File: src/rtl/matrix_scan_ctrl.sv
// LED-matrix scan controller: walks the game-board cells, emitting the memory address and row/col.
// Optional: define MATRIX_SCAN_SERPENTINE_EN for boustrophedon order (odd rows scan right-to-left).
module matrix_scan_ctrl #(
  parameter int unsigned ADDR_W     = 16,
  parameter int unsigned ROWS       = 16,
  parameter int unsigned COLS       = 16,
  parameter logic [ADDR_W-1:0] BASE_ADDR = '0,
  parameter int unsigned GAP_CYCLES = 4,
  parameter int unsigned FCNT_W     = 8,
  localparam int unsigned ROW_W     = (ROWS > 1) ? $clog2(ROWS) : 1,
  localparam int unsigned COL_W     = (COLS > 1) ? $clog2(COLS) : 1
) (
  input  logic              clk,
  input  logic              reset,
  input  logic              enable,
  input  logic              start,
  input  logic              stop,
  input  logic              one_shot,
  output logic [ADDR_W-1:0] addr,
  output logic [ROW_W-1:0]  row,
  output logic [COL_W-1:0]  col,
  output logic              busy,
  output logic              blank,
  output logic              frame_done,
  output logic [FCNT_W-1:0] frame_cnt
);

  localparam int unsigned GAP_W = (GAP_CYCLES > 1) ? $clog2(GAP_CYCLES) : 1;

  typedef enum logic [1:0] {
    ST_IDLE = 2'd0,
    ST_SCAN = 2'd1,
    ST_GAP  = 2'd2,
    ST_DONE = 2'd3
  } state_t;

  state_t           state;
  logic             one_shot_q;
  logic [GAP_W-1:0] gap_cnt;

  logic [ROW_W-1:0] row_nxt_c;
  logic [COL_W-1:0] col_nxt_c;
  logic             last_cell_c;

  function automatic logic [ADDR_W-1:0] cell_addr(input logic [ROW_W-1:0] r,
                                                  input logic [COL_W-1:0] c);
    return BASE_ADDR + ADDR_W'(r) * ADDR_W'(COLS) + ADDR_W'(c);
  endfunction

  // Position of the next cell in scan order; wraps to (0,0) after the last cell.
  always_comb begin
    row_nxt_c   = row;
    col_nxt_c   = col;
    last_cell_c = 1'b0;
`ifdef MATRIX_SCAN_SERPENTINE_EN
    if (row[0] ? (col == '0) : (col == COL_W'(COLS - 1))) begin
      if (row == ROW_W'(ROWS - 1)) begin
        last_cell_c = 1'b1;
        row_nxt_c   = '0;
        col_nxt_c   = '0;
      end else begin
        row_nxt_c = row + ROW_W'(1);
      end
    end else if (row[0]) begin
      col_nxt_c = col - COL_W'(1);
    end else begin
      col_nxt_c = col + COL_W'(1);
    end
`else
    if (col == COL_W'(COLS - 1)) begin
      col_nxt_c = '0;
      if (row == ROW_W'(ROWS - 1)) begin
        last_cell_c = 1'b1;
        row_nxt_c   = '0;
      end else begin
        row_nxt_c = row + ROW_W'(1);
      end
    end else begin
      col_nxt_c = col + COL_W'(1);
    end
`endif
  end

  // Scan FSM with registered outputs; stop overrides every other input.
  always_ff @(posedge clk) begin
    if (reset) begin
      state      <= ST_IDLE;
      one_shot_q <= 1'b0;
      gap_cnt    <= '0;
      addr       <= BASE_ADDR;
      row        <= '0;
      col        <= '0;
      busy       <= 1'b0;
      blank      <= 1'b1;
      frame_done <= 1'b0;
      frame_cnt  <= '0;
    end else begin
      frame_done <= 1'b0;
      if (stop) begin
        state   <= ST_IDLE;
        gap_cnt <= '0;
        addr    <= BASE_ADDR;
        row     <= '0;
        col     <= '0;
        busy    <= 1'b0;
        blank   <= 1'b1;
      end else begin
        case (state)
          ST_IDLE, ST_DONE: begin
            if (start) begin
              state      <= ST_SCAN;
              one_shot_q <= one_shot;
              busy       <= 1'b1;
              blank      <= 1'b0;
            end
          end
          ST_SCAN: begin
            if (enable) begin
              row  <= row_nxt_c;
              col  <= col_nxt_c;
              addr <= cell_addr(row_nxt_c, col_nxt_c);
              if (last_cell_c) begin
                frame_done <= 1'b1;
                frame_cnt  <= frame_cnt + FCNT_W'(1);
                if (GAP_CYCLES > 0) begin
                  state   <= ST_GAP;
                  gap_cnt <= '0;
                  blank   <= 1'b1;
                end else if (one_shot_q) begin
                  state <= ST_DONE;
                  busy  <= 1'b0;
                  blank <= 1'b1;
                end
              end
            end
          end
          ST_GAP: begin
            if (gap_cnt == GAP_W'(GAP_CYCLES - 1)) begin
              gap_cnt <= '0;
              if (one_shot_q) begin
                state <= ST_DONE;
                busy  <= 1'b0;
              end else begin
                state <= ST_SCAN;
                blank <= 1'b0;
              end
            end else begin
              gap_cnt <= gap_cnt + GAP_W'(1);
            end
          end
          default: state <= ST_IDLE;
        endcase
      end
    end
  end

endmodule

File: config.mk
export PLATFORM = sky130hd
export DESIGN_NAME = matrix_scan_ctrl
export DESIGN_NICKNAME = d
export VERILOG_FILES = /design/src/rtl/matrix_scan_ctrl.sv
export SDC_FILE = /design/constraint.sdc
export NUM_CORES = 1
export LEC_CHECK = 0
export ABC_AREA = 0
export CAP_MARGIN = 40
export CORE_UTILIZATION = 40
export DETAILED_ROUTE_END_ITERATION = 12
export HOLD_SLACK_MARGIN = 0.06
export PLACE_DENSITY = 0.7
export SYNTH_ARGS = -nofsm -noshare
export SYNTH_HDL_FRONTEND = slang
export SYNTH_SLANG_ARGS = --single-unit
File: constraint.sdc
create_clock -name clk -period 3.78 [get_ports clk]
set_clock_uncertainty 0.15 [all_clocks]
set_input_delay 1.134 -clock clk [delete_from_list [all_inputs] [get_ports clk]]
set_output_delay 1.134 -clock clk [all_outputs]
set_load 0.05 [all_outputs]
# --- Word level (Yosys, flattened, before mapping) ---
# Index checks and enable logic that the tools add are counted.
totals:
  register_bits: 40
  input_bits: 6
  output_inout_bits: 35
  word_cells: 68
op_classes:
  addsub: 5
  eq_ne: 12
  mux: 26
  n_bitwise: 3
  reduce_logical: 12
op_table:
  columns: ["cell", "n"]
  rows:
  - ["2-bit two-way mux", 8]
  - ["4-bit two-way mux", 3]
  - ["2-bit != test, second input constant", 6]
  - ["4-bit AND reduction", 3]
  - ["1-bit two-way mux", 11]
  - ["8-bit by 4-bit adder with 9-bit output", 1]
  - ["4-bit by 1-bit adder with 4-bit output, second input constant", 2]
  - ["8-bit by 1-bit adder with 8-bit output, second input constant", 1]
  - ["4-bit equality test, second input constant", 2]
  - ["2-bit equality test, second input constant", 3]
  - ["2-bit case mux with 3 select lines", 1]
  - ["3-bit AND reduction", 2]
  - ["5-bit AND reduction", 1]
  - ["2-bit case mux with 2 select lines", 1]
  - ["2-bit OR reduction", 2]
  - ["4-bit OR reduction", 1]
  - ["1-bit inverter", 3]
  - ["1-bit case mux with 3 select lines", 1]
  - ["2-bit by 1-bit adder with 2-bit output, second input constant", 1]
  - ["2-bit by 1-bit equality test with 1-bit output, second input constant", 1]
  - ["2-bit zero test", 1]
  - ["1-bit case mux with 2 select lines", 1]
  - ["2-bit AND reduction", 1]
  - ["2-bit nonzero test", 1]

# --- Logic depth before layout (Yosys ltp) ---
logic_depth:
  ltp_word: 6
  depth_mapped: 7
  mapped_depth_nobuf: 6

# --- Worst setup path before layout ---
# No wires, ideal clock.
synth_timing:
  path_kind: "input-to-reg"
  from: "in stop"
  to: "reg frame_cnt[6]"
  setup_time_ns: 0.123
  arrival_time_ns: 2.204
  required_ns: 3.507
  path_slack_ns: 1.302
  stages: 4
  path_buffers: 0
  path_cell_list: "nand4b_2 nor4_2 nand3_1 mux2_1"
synth_between:
  elab_chain_cells: 2
synth_rtl:
  columns: ["item", "line", "rtl"]
  rows:
  - ["start: declaration", "17", "input logic stop,"]
  - ["1-bit inverter (no line)", null, null]
  - ["4-bit AND reduction (no line)", null, null]
  - ["end signal: assignment", "124", "frame_cnt <= frame_cnt + FCNT_W'(1);"]
  - ["end: declaration", "25", "output logic [FCNT_W-1:0] frame_cnt"]
# No other way between the ends.
# A chain may end at the register's enable or synchronous reset.

==> metrics <==
Post-synth EDFFs 0; CTS H-tree depth 1; Yosys top cell area share 36.6%; number of antenna repair diodes 0; CTS tree built; Max Fclk ~330 MHz; CP Capture Type output pin; register area 480 sq um; Overflow after GRT 0; fin crit period 3000 ps; Critical Path RT 2500 ps; crit-path max FO 8; Lkg Pwr roughly 0.58 nW; via count 1107; WL final 2.73 mm; Async S/R FF share, synth 0%; # setup viols final 0; Post-CTS Setup Inserts 0; GPL Wtd Cong 0.776; fraction of layout cells with a size suffix above 1 5.68%; critical-path cell list clkdlybuf4s50_1; pin count of the biggest net entering global routing 16; Crit path largest cell delay 870 ps; Slew Limit Headroom 65.1%; CP Buf/Inv Count 1; CTS resizes 0; HPWL Detailed 1.98 mm; Crit path max-delay family buffers and inverters; crit path max-delay cell type clkdlybuf4s50_1; post-route ant nets 0; DRC 0; worst hold-check slack roughly 340 ps; die area 3510 sq um; post-synthesis register bit count 24; Cell Area, Synth 1310 sq um; Seq/Total Area, Yosys 36.6%; routed wire length per instance 12.4 microns; Layout area overhead 24.2%; Clock Sink Count 24; DRT iter0 DRCs 40; DR pass1 iterations 4; initial core utilization 42.6%; Final Max Slew Viols 0; RSZ-0062 raised after global routing no; area of the multi-input gates 709 sq um; port bufs 32; chip width 59.3 microns; area leader, netlist dfxtp_1; Max VDD drop 0.188 mV; PD cells 308 nW/um^2; Hold-fix buffers, CTS 0; vias per cell between 5 and 6; synth top area cells dfxtp_1, buf_4, ha_1; final hold vios 0; initial antenna violation count 0; NumNets Final 190; setup TNS 0 ps; Min-Delay Path Class flip-flop to flip-flop; Synth Instances 153; number of global-route vias before repair 1079; Most used DFF post-synth dfxtp_1; worst path arrival time 1720 ps; Max-Cap Viols 0; Yosys warning count 0; first-pass GRT wire length 4.55 mm; Mapped Avg Cell Area ~8.6 sq um; worst skew pair latency 320 ps; clock slew at reported path FFs around 140 ps; worst-margin pin slew 522 ps; io pins 41; Final period util between 70% and 80%; Clock Path Buffers 2; critical path type flip-flop to output pin; Setup crit start kind flip-flop; status completed; TritonCTS Buffers 3; Total GRT Usage 16.7%; Fill cells 300; Netlist cell types 36; Die H approximately 60 microns; Core ar. 3080 sq um; CTS root buf clkbuf_4; standard-cell rows 20
==> logic make-up after synthesis <==
family | share of synthesized area [%]
flops | 36.6
fa+ha+maj | 6.68
buf+inv | 11.3
xor+xnor | 4.68
mux | 4.01
compound gates | 10.2
simple gates | 26.2
other cells | 0.286
==> cell usage in the layout, fill, tap and decap left out, types with 2 or more instances in the layout <==
cell type,n
a21oi_1,11
clkbuf_4,3
clkdlybuf4s50_1,32
conb_1,8
dfxtp_1,24
ha_1,7
inv_1,3
mux2_1,2
mux2i_1,3
nand2_1,12
nand2b_1,2
nand3_1,8
nand4_1,2
nor2_1,18
nor2b_1,3
nor3_1,5
nor4_1,2
nor4_2,2
o21ai_0,5
or3_1,3
xnor2_1,5
xor2_1,2
==> cell usage after synthesis (2+ instances only) <==
library cell / n
dfxtp_1: 24
nor2_1: 18
buf_4: 16
nand2_1: 12
a21oi_1: 11
nand3_1: 8
ha_1: 7
nor3_1: 5
o21ai_0: 5
xnor2_1: 5
clkbuf_1: 3
inv_1: 3
mux2i_1: 3
nor2b_1: 3
or3_1: 3
mux2_1: 2
nand2b_1: 2
nand4_1: 2
nor4_1: 2
nor4_2: 2
xor2_1: 2
==> flip-flops by register name, indices dropped and copies added (netlist names) <==
signal,cells
busy,1
row,3
col,3
blank,1
gap_cnt,2
frame_done,1
frame_cnt,8
state,2
addr,2
one_shot_q,1
==> worst paths after layout <==
check             cells past startpoint  slack, ps  startpoint      endpoint
hold reg to reg                       2        340        busy          busy
hold / removal                        2        340        busy          busy
setup / recovery                      1        780      row[2]       addr[6]
setup reg to reg                      5       1650      row[0]  frame_cnt[7]
==> power by group <==
group          total, mW  switching [mW]  internal [mW]
Sequential         0.258         0.00222          0.256
Combinational     0.0554          0.0397         0.0157
Clock              0.189          0.0819          0.107
Total              0.502           0.124          0.379
==> cell type report <==
cell class	instances	area share (%)
clock inverters	1	1.84
flip-flops and latches	24	29.5
multi-input cells	113	43.5
inverters	3	0.691
repair buffers	32	19.7
clock buffers	3	1.38
well taps	44	3.38
==> per-stage QoR <==
stage	util [%]	instance area (sq um)	setup WS (ps)	power [mW]	std cells
2_1_floorplan	-	1340	1300	0.312	160
3_3_place_gp	51.2	1580	795	0.318	216
3_5_place_dp	51.2	1580	755	0.319	216
4_1_cts	52.9	1630	763	0.506	220
5_1_grt	52.9	1630	701	0.522	220
6_report	52.9	1630	779	0.502	220
==> metal layers <==
layer,global-route usage (%),up-vias,routed length [microns]
li1,-,552,-
met1,20.5,522,1280
met2,28.3,31,1330
met3,2.62,2,110
met4,7.82,0,19
met5,0,-,0
No activity file was read; power rests on OpenSTA's default activity.
